--- src/rtl/fifo_wr_arbiter.sv ---
// Round-robin arbiter sharing one FIFO write port between NUM_REQ valid/ready producers, with burst locking.
// Latency: zero; the grantee's word is written into the FIFO on the same clk edge that accepts it.
// Backpressure: fifo_full drops req_ready and write_enable, and the current grant and burst count are held.
module fifo_wr_arbiter #(
    parameter int NUM_REQ   = 4,
    parameter int DATA_W    = 8,
    parameter int BURST_LEN = 4,
    parameter int ID_W      = 2
) (
    input  logic                      clk,
    input  logic                      rst_n,
    input  logic [NUM_REQ-1:0]        req_valid,
    input  logic [NUM_REQ*DATA_W-1:0] req_data,
    output logic [NUM_REQ-1:0]        req_ready,
    input  logic                      fifo_full,
    output logic [DATA_W-1:0]         fifo_data_in,
    output logic                      fifo_write_enable,
    output logic                      grant_valid,
    output logic [ID_W-1:0]           grant_id
);
    localparam int CNT_W = $clog2(BURST_LEN + 1);

    typedef enum logic {
        IDLE  = 1'b0,
        BURST = 1'b1
    } state_t;

    state_t             state;
    logic [ID_W-1:0]    owner;
    logic [ID_W-1:0]    rr_ptr;
    logic [CNT_W-1:0]   burst_cnt;

    logic [ID_W-1:0]    search_sel;
    logic [ID_W:0]      probe;
    logic               found;
    logic [ID_W-1:0]    cur;
    logic               gnt;
    logic               any_valid;
    logic               cur_valid;
    logic               accept;

    function automatic logic [ID_W-1:0] next_idx(input logic [ID_W-1:0] x);
        return (x == ID_W'(NUM_REQ - 1)) ? '0 : x + 1'b1;
    endfunction

    // Circular search from rr_ptr; the explicit subtract keeps the wrap correct for non-power-of-2 NUM_REQ.
    always_comb begin
        search_sel = '0;
        found      = 1'b0;
        probe      = '0;
        for (int k = 0; k < NUM_REQ; k++) begin
            probe = {1'b0, rr_ptr} + (ID_W+1)'(k);
            if (probe >= (ID_W+1)'(NUM_REQ)) begin
                probe = probe - (ID_W+1)'(NUM_REQ);
            end
            if (!found && req_valid[probe[ID_W-1:0]]) begin
                found      = 1'b1;
                search_sel = probe[ID_W-1:0];
            end
        end
    end

    assign any_valid = |req_valid;
    assign cur       = (state == BURST) ? owner : search_sel;
    // rst_n gates the combinational outputs so nothing leaks out while reset is held.
    assign gnt       = rst_n & ((state == BURST) | any_valid);
    assign cur_valid = req_valid[cur];
    assign accept    = gnt & cur_valid & ~fifo_full;

    assign grant_valid       = gnt;
    assign grant_id          = gnt ? cur : '0;
    assign fifo_write_enable = accept;

    always_comb begin
        req_ready    = '0;
        fifo_data_in = '0;
        for (int i = 0; i < NUM_REQ; i++) begin
            if (gnt && cur == ID_W'(i)) begin
                req_ready[i] = ~fifo_full;
                fifo_data_in = req_data[i*DATA_W +: DATA_W];
            end
        end
    end

    always_ff @(posedge clk or negedge rst_n) begin
        if (!rst_n) begin
            state     <= IDLE;
            owner     <= '0;
            rr_ptr    <= '0;
            burst_cnt <= '0;
        end else begin
            case (state)
                IDLE: begin
                    if (any_valid) begin
                        if (accept && BURST_LEN == 1) begin
                            rr_ptr <= next_idx(cur);
                        end else begin
                            // The grant locks even when the FIFO is full, so the burst owner is fixed early.
                            state     <= BURST;
                            owner     <= cur;
                            burst_cnt <= accept ? CNT_W'(1) : '0;
                        end
                    end
                end
                BURST: begin
                    if (!cur_valid) begin
                        state     <= IDLE;
                        rr_ptr    <= next_idx(owner);
                        burst_cnt <= '0;
                    end else if (accept) begin
                        if (burst_cnt == CNT_W'(BURST_LEN - 1)) begin
                            state     <= IDLE;
                            rr_ptr    <= next_idx(owner);
                            burst_cnt <= '0;
                        end else begin
                            burst_cnt <= burst_cnt + 1'b1;
                        end
                    end
                end
                default: state <= IDLE;
            endcase
        end
    end

endmodule
--- config.mk ---
export PLATFORM = sky130hd
export DESIGN_NAME = fifo_wr_arbiter
export DESIGN_NICKNAME = d
export VERILOG_FILES = /design/src/rtl/fifo_wr_arbiter.sv
export SDC_FILE = /design/constraint.sdc
export NUM_CORES = 1
export LEC_CHECK = 0
export CORE_MARGIN = 5
export CORE_UTILIZATION = 30
export DETAILED_ROUTE_END_ITERATION = 12
export PLACE_DENSITY = 0.69
export SLEW_MARGIN = 5
export SYNTH_ARGS = -nofsm -noshare
export SYNTH_HDL_FRONTEND = slang
export SYNTH_SLANG_ARGS = --single-unit
--- constraint.sdc ---
create_clock -name clk -period 3.5 [get_ports clk]
set_clock_uncertainty 0.1 [all_clocks]
set_input_delay 0.7 -clock clk [delete_from_list [all_inputs] [get_ports clk]]
set_output_delay 0.7 -clock clk [all_outputs]
set_load 0.05 [all_outputs]
==> results of run 1 <==
-- registers in the layout (all words and copies together) (netlist names) --
name       flops
rr_ptr         2
burst_cnt      3
owner          2
state          1
-- Yosys cell counts (2+ instances only) --
| cell type | n |
|---|---|
| nor2_1 | 18 |
| a211oi_1 | 9 |
| mux2i_1 | 9 |
| dfrtp_1 | 8 |
| mux2_2 | 8 |
| inv_1 | 7 |
| o21ai_0 | 6 |
| buf_2 | 5 |
| a21oi_1 | 4 |
| nand2_1 | 4 |
| nand2b_1 | 4 |
| buf_6 | 3 |
| nand3_1 | 3 |
| nor2b_1 | 3 |
| a31oi_1 | 2 |
| and2_1 | 2 |
| clkbuf_1 | 2 |
| ha_1 | 2 |
| mux2_1 | 2 |
| nand4bb_1 | 2 |
| nor3_1 | 2 |
| o211ai_1 | 2 |
| o22ai_1 | 2 |
-- logic make-up after synthesis --
family | share of synthesized area (%)
buf+inv | 10.26
simple gates | 24.79
compound gates | 22.22
flops | 19.54
mux | 19.78
fa+ha+maj | 3.418
-- repair_timing --
item / CTS / global route
buffers inserted: 9 / 0
resized for setup: 31 / 4
cloned: 2 / 0
setup endpoints to repair: 13 / 11
pin swaps: 15 / 1
hold buffers: 0 / 0
-- layout make-up --
class,instances,share of cell area (%)
Timing Repair Buffer,87,46.62
Tap cell,46,2.661
Sequential cell,8,9.254
Inverter,7,1.215
Clock buffer,3,1.041
Multi-Input combinational cell,102,39.21
-- final timing paths --
kind                            slack (ns)  cells past startpoint         start                end
worst min register to register        0.39                      1  burst_cnt[2]       burst_cnt[2]
min in group asynchronous             0.71                      2         rst_n       burst_cnt[0]
worst max-delay path                  0.09                      9  req_valid[1]  fifo_write_enable
max in group asynchronous             2.47                      2         rst_n          rr_ptr[0]
worst min-delay path                  0.39                      1  burst_cnt[2]       burst_cnt[2]
worst max register to register        0.95                      7     rr_ptr[1]          rr_ptr[0]
-- worst register-to-register path: cells and delay by family (launching register included) --
family,cells,cell delay (ns)
muxes,1,0.36
and+or+nand+nor,1,0.26
buffers and inverters,1,0.16
AOI/OAI and AO/OA,4,1.07
DFF,1,0.49
-- power groups by stage --
stage                     logic (mW)  clock network [mW]  registers (mW)
final                           1.63              0.0656           0.198
after global routing            1.71              0.0744           0.205
after CTS                       1.62              0.0720           0.195
after detailed placement        1.29                   0           0.189
after global placement          1.28                   0           0.184
after floorplan                0.772                   0           0.157
-- metrics by stage --
step | setup TNS (ns) | util, %
3_3_place_gp | -0.4051 | 57.26
5_1_grt | 0 | 65.34
6_report | 0 | 65.34
3_5_place_dp | -1.431 | 57.26
2_1_floorplan | -2.906 | -
4_1_cts | 0 | 65.23
-- per-layer routing --
metal,vias to the layer above,share of wire (%),global-route usage [%]
li1,632,-,-
met1,630,38,18.19
met2,41,56,34.56
met3,8,4.4,1.314
met4,0,1.6,7.692
met5,-,0,0
==> results.toml, run 1 <==
[placed_design]
dpl_cell_area_sq_um = 1896
dp_slack_ns = -0.2027
hpwl_um = 2965
portBuffers = 54
dp_cells = 239
place_congestion = 0.9067

[setup_path]
critPathMaxStageDelay_ns = 0.29
cp-end-kind = "output pin"
critical_path_class = "in -> out"
worstPathMaxFanout = 12
cp_common_cell = "buf_12"
path_cells = "dlygate4sd2_1, nor2b_2, o311ai_4, a311oi_2, or2_4, buf_12, o21ai_0, nor2_1, buf_12"
crit_family = "compound AO/OA/AOI/OAI gates"
start_kind = "input pin"
worst_path_max_delay_cell = "or2_4"
worstPathArrival_ns = 2.61
worst-path-buf-inv = 3
crit_required_ns = 2.70

[sta]
finalCriticalPeriod_ns = 3.407
fmax_ghz = 0.2935
worst_slack_ns = 0.09268
rsz0062_at_grt = "no"
finalCritPeriodShare_pct = 97.35
worstMarginPinSlew_ns = 0.3539
hold_viol_final = 0
setup_violations = 0
slew_headroom_pct = 76.41
slew_violations = 0
timing.hold.ws_ns = 0.3939

[die]
rows = 21
dieArea_sq_um = 4685
core_sq_um = 3311
pin_count = 55
die_height_um = 68.45
die_w_um = 68.45
start_util_pct = 30.95

[synth]
async_flop_share_pct = 100.0
netlist.area_leader.share_pct = 19.54
synthesis.area_sq_um = 1025
ys_seq_area_share_pct = 19.54
ys_warn_count = 0
synth.distinct_cells = 43
netlist_instances = 129
synth_edf_count = 0
synth_area_per_cell_sq_um = 7.944
synthTopCellsByArea = "dfrtp_1, mux2i_1, mux2_2"
yosys.area.top_type = "dfrtp_1"
syn_nets = 170
ys.flop_type = "dfrtp_1"
ys_seq_elements = 8

[clocking]
ctsHtreeMaxLevel = 1
cts_tree = "built"
cts_buffers = 3
cts-root-buf = "clkbuf_4"
max-clock-path-buffers = 2
cts.clk_slew.worst_paths_ns = 0.05
cts_sinks = 8
worst_skew_pair.late_latency_ns = 0.24

[power_and_ir_drop]
combPwrFrac_pct = 86.1
vdd.ir_drop.worst_mv = 0.3255
clkPwrFrac_pct = 3.5
p_leak_nw = 0.9075
p_sw_share_pct = 44.87
p_total_mw = 1.891
p_per_area_nw_per_um2 = 874.1
switchingPower_mw = 0.8485
internal_power_mw = 1.043
p_seq_share_pct = 10.5

[grt]
grt_max_degree = 13
grt-ovfl-total = 0
antenna_found_initial = 0
grt_pass1_vias = 1370
grt_use_total_pct = 17.44
grt_pass1_wl_um = 6147

[drt]
drt-initial-drc-count = 36
post_drt_wl_per_cell_um = 16.04
first_pass_iters = 4
num_vias = 1311
antenna_left = 0
vias_per_cell = 5.182
post-route-drc-count = 0
totalWireLength_um = 4058

[cells_and_area]
fillers = 267
final_net_count = 250
final_cells = 253
multi_input_area_sq_um = 848.3
n_antenna_cell = 0
fin_area_sq_um = 2163
layout-drive-gt1-share_pct = 42.03
final_common_cell = "clkdlybuf4s50_1"
final_cell_mix = "clkdlybuf4s50_1, buf_4, buf_12, nor2_1"
regArea_sq_um = 200.2
area_growth_pct = 111.1

[run_status]
status = "finished clean"

[job]
cap_violations = 0

[hold_path]
hold_path.class = "reg -> reg"
Note: power is estimated with default switching activity, not from simulation.
==> run 2, diff against run 1 <==
--- a/config.mk
+++ b/config.mk
@@ -5,10 +5,11 @@
 export SDC_FILE = /design/constraint.sdc
 export NUM_CORES = 1
 export LEC_CHECK = 0
+export ABC_AREA = 1
 export CORE_MARGIN = 5
 export CORE_UTILIZATION = 30
 export DETAILED_ROUTE_END_ITERATION = 12
-export PLACE_DENSITY = 0.69
+export PLACE_DENSITY = 0.67
 export SLEW_MARGIN = 5
 export SYNTH_ARGS = -nofsm -noshare
 export SYNTH_HDL_FRONTEND = slang
==> run 2 against run 1 <==
Compared with the run above:
- sequential cell count stayed put
- cell area is 2.9% higher
- area after synthesis is 12% higher
- global-route usage decreased by 1.4 points
- critical path type unchanged
==> results.toml, run 2 <==
[drt]
post_drt_wl_per_cell_um = 12.17
post-route-drc-count = 0
route.met3.wl_um = 141
antenna_left = 0
totalWireLength_um = 4052
first_pass_iters = 4
met1Wirelength_um = 1753
drt-initial-drc-count = 55
dr_wl_met2_um = 2137
num_vias = 1522
top_layer_used = "met4"
vias_per_cell = 4.571

[cells_and_area]
largest_reg_flops = 3
final_common_cell = "nand2_1"
area_growth_pct = 94.64
final_cell_mix = "nand2_1, buf_4, clkdlybuf4s50_1, nand3_1, buf_12"
final_net_count = 328
multi_input_area_sq_um = 894.6
regArea_sq_um = 200.2
fillers = 341
fin_area_sq_um = 2226
regMostFlops = "burst_cnt"
reg.largest.list = "burst_cnt (3), owner (2), rr_ptr (2)"
n_antenna_cell = 0
layout-drive-gt1-share_pct = 35.09

[sta]
slew_violations = 0
worstMarginPinSlew_ns = 0.3656
finalCritPeriodShare_pct = 95.01
rsz0062_at_grt = "no"
hold_viol_final = 0
slew_headroom_pct = 75.42
setup_violations = 0
fmax_ghz = 0.3007
finalCriticalPeriod_ns = 3.326

[grt]
grt_pass1_vias = 1515
grt_pass1_wl_um = 6693
grt_max_degree = 12
antenna_found_initial = 0
grt-ovfl-total = 0
grt_use_total_pct = 16.02

[placed_design]
place_congestion = 0.8607
portBuffers = 54
hpwl_um = 3483
dpl_cell_area_sq_um = 2145

[die]
rows = 22
core_sq_um = 3689
die_w_um = 71.74
die_height_um = 71.74
dieArea_sq_um = 5147
start_util_pct = 31.00
pin_count = 55

[power_and_ir_drop]
internal_power_mw = 1.111
p_total_mw = 2.373
p_sw_share_pct = 53.20
vdd.ir_drop.worst_mv = 0.7618
p_leak_nw = 1.087
p_seq_share_pct = 7.8
p_per_area_nw_per_um2 = 1066
switchingPower_mw = 1.262
clkPwrFrac_pct = 4.6
combPwrFrac_pct = 87.7

[hold_path]
hold_path.class = "reg -> reg"
hold_path.startpoint = "burst_cnt[1]"
whs_path_depth = 2
min_to = "burst_cnt[1]"

[setup_path]
worstPathMaxFanout = 5
ff2ff_setup_slack_ns = 0.96
start_kind = "input pin"
reg2reg_from = "rr_ptr[0]"
worstPathArrival_ns = 2.53
crit_required_ns = 2.70
critical_path_class = "in -> out"
cp-end-kind = "output pin"
rr_endpoint = "rr_ptr[1]"
r2r_cells = 19

[clocking]
cts_sinks = 8
cts_tree = "built"
cts_buffers = 3
ctsHtreeMaxLevel = 1
worst_skew_pair.late_latency_ns = 0.23
max-clock-path-buffers = 2
hold_buffers = 0
cts-root-buf = "clkbuf_8"
cts.clk_slew.worst_paths_ns = 0.04

[job]
cap_violations = 0

[run_status]
status = "finished clean"

[synth]
ys_warn_count = 0
synthesis.area_sq_um = 1144
ys_seq_elements = 8
yosys.area.top_type = "nand2_1"
synth_edf_count = 0
synth_area_per_cell_sq_um = 5.987
synthTopCellsByArea = "nand2_1, dfrtp_1, nand3_1"
async_flop_share_pct = 100.0
synth.cells.most_frequent = "nand2_1, nand3_1, nor2_1"
synth.distinct_cells = 28
netlist_instances = 191
ys.flop_type = "dfrtp_1"
syn_nets = 232
ys_seq_area_share_pct = 17.51
netlist.area_leader.share_pct = 26.59
synth_most_common_cell = "nand2_1"
[run 2: cell types whose count changed after synthesis, sizes merged, moves of 9 or more]
cell / before / now
mux2: 10 / 0
inv: 7 / 17
nand3: 3 / 20
a211oi: 10 / 0
nand2: 4 / 97
mux2i: 9 / 0
nand4: 1 / 11
[run 2: kinds of logic after synthesis]
| logic type | Yosys count | share of synthesized area, % |
|---|---|---|
| AO/OA/AOI/OAI | 8 | 4.266 |
| flip-flops | 8 | 17.51 |
| AND/OR/NAND/NOR | 153 | 68.05 |
| adder cells (fa/ha/maj) | 2 | 2.188 |
| buffers and inverters | 20 | 7.987 |
[run 2: worst max-delay path by stage]
stage / startpoint / end / slack [ns] / cells after the start
floorplan: req_valid[0] / req_ready[2] / 0.06 / 6
global placement: req_valid[2] / fifo_data_in[6] / -0.09 / 13
detailed placement: req_valid[1] / fifo_data_in[4] / -0.09 / 13
CTS: req_valid[1] / fifo_data_in[3] / 0.13 / 17
global route: rr_ptr[0] / fifo_data_in[3] / 0.002 / 17
finish: req_valid[0] / fifo_data_in[3] / 0.17 / 18
[run 2: timing repair]
action | 4_1_cts | 5_1_grt
endpoints found under the setup margin | 13 | 10
resized for setup | 9 | 10
cloned | 0 | 0
pin swaps | 10 | 10
setup buffers | 2 | 0
[run 2: layer usage]
layer | track usage [%] | vias to the layer above
li1 | - | 813
met1 | 19.43 | 677
met2 | 28.67 | 28
met3 | 3.787 | 4
met4 | 3.132 | 0
met5 | 0 | -
[run 2: stage by stage]
step	std cells	TNS, ns	util (%)	hold slack (ns)	worst slack [ns]
final	333	0	60.35	0.3943	0.1745
after global routing	333	0	60.35	0.4376	0.001974
after CTS	333	0	60.01	0.4031	0.1280
after detailed placement	328	-0.7208	58.14	0.3951	-0.09391
after global placement	328	-0.6848	58.14	0.3699	-0.08598
after floorplan	191	0	-	0.3044	0.05671
[run 2: layout make-up]
type                       count  share of cell area (%)
timing repair buffer          93                   43.00
tap                           48                   2.698
clock buffer                   3                   1.855
sequential                     8                   8.994
multi-input combinational    163                   40.19
inverter                      18                   3.260
[run 2: power by group through the flow]
stage | logic, mW | registers [mW] | clock network (mW)
floorplan | 1.18 | 0.164 | 0
global placement | 2.01 | 0.181 | 0
detailed placement | 2.03 | 0.183 | 0
CTS | 2.08 | 0.182 | 0.114
global route | 2.24 | 0.192 | 0.119
finish | 2.08 | 0.184 | 0.109
[run 2: critical path: stages]
cell,delay [ns]
dlygate4sd2_1,0.24
buf_4,0.14
nand2_2,0.05
nand2_2,0.07
nand2_2,0.08
nand2_4,0.06
nor2_4,0.13
nand3b_1,0.10
nand2_1,0.08
inv_2,0.05
nand2_4,0.08
nand2_8,0.07
nand2_4,0.08
nor2_2,0.05
buf_4,0.15
nand2_1,0.06
nand4_1,0.14
buf_12,0.19
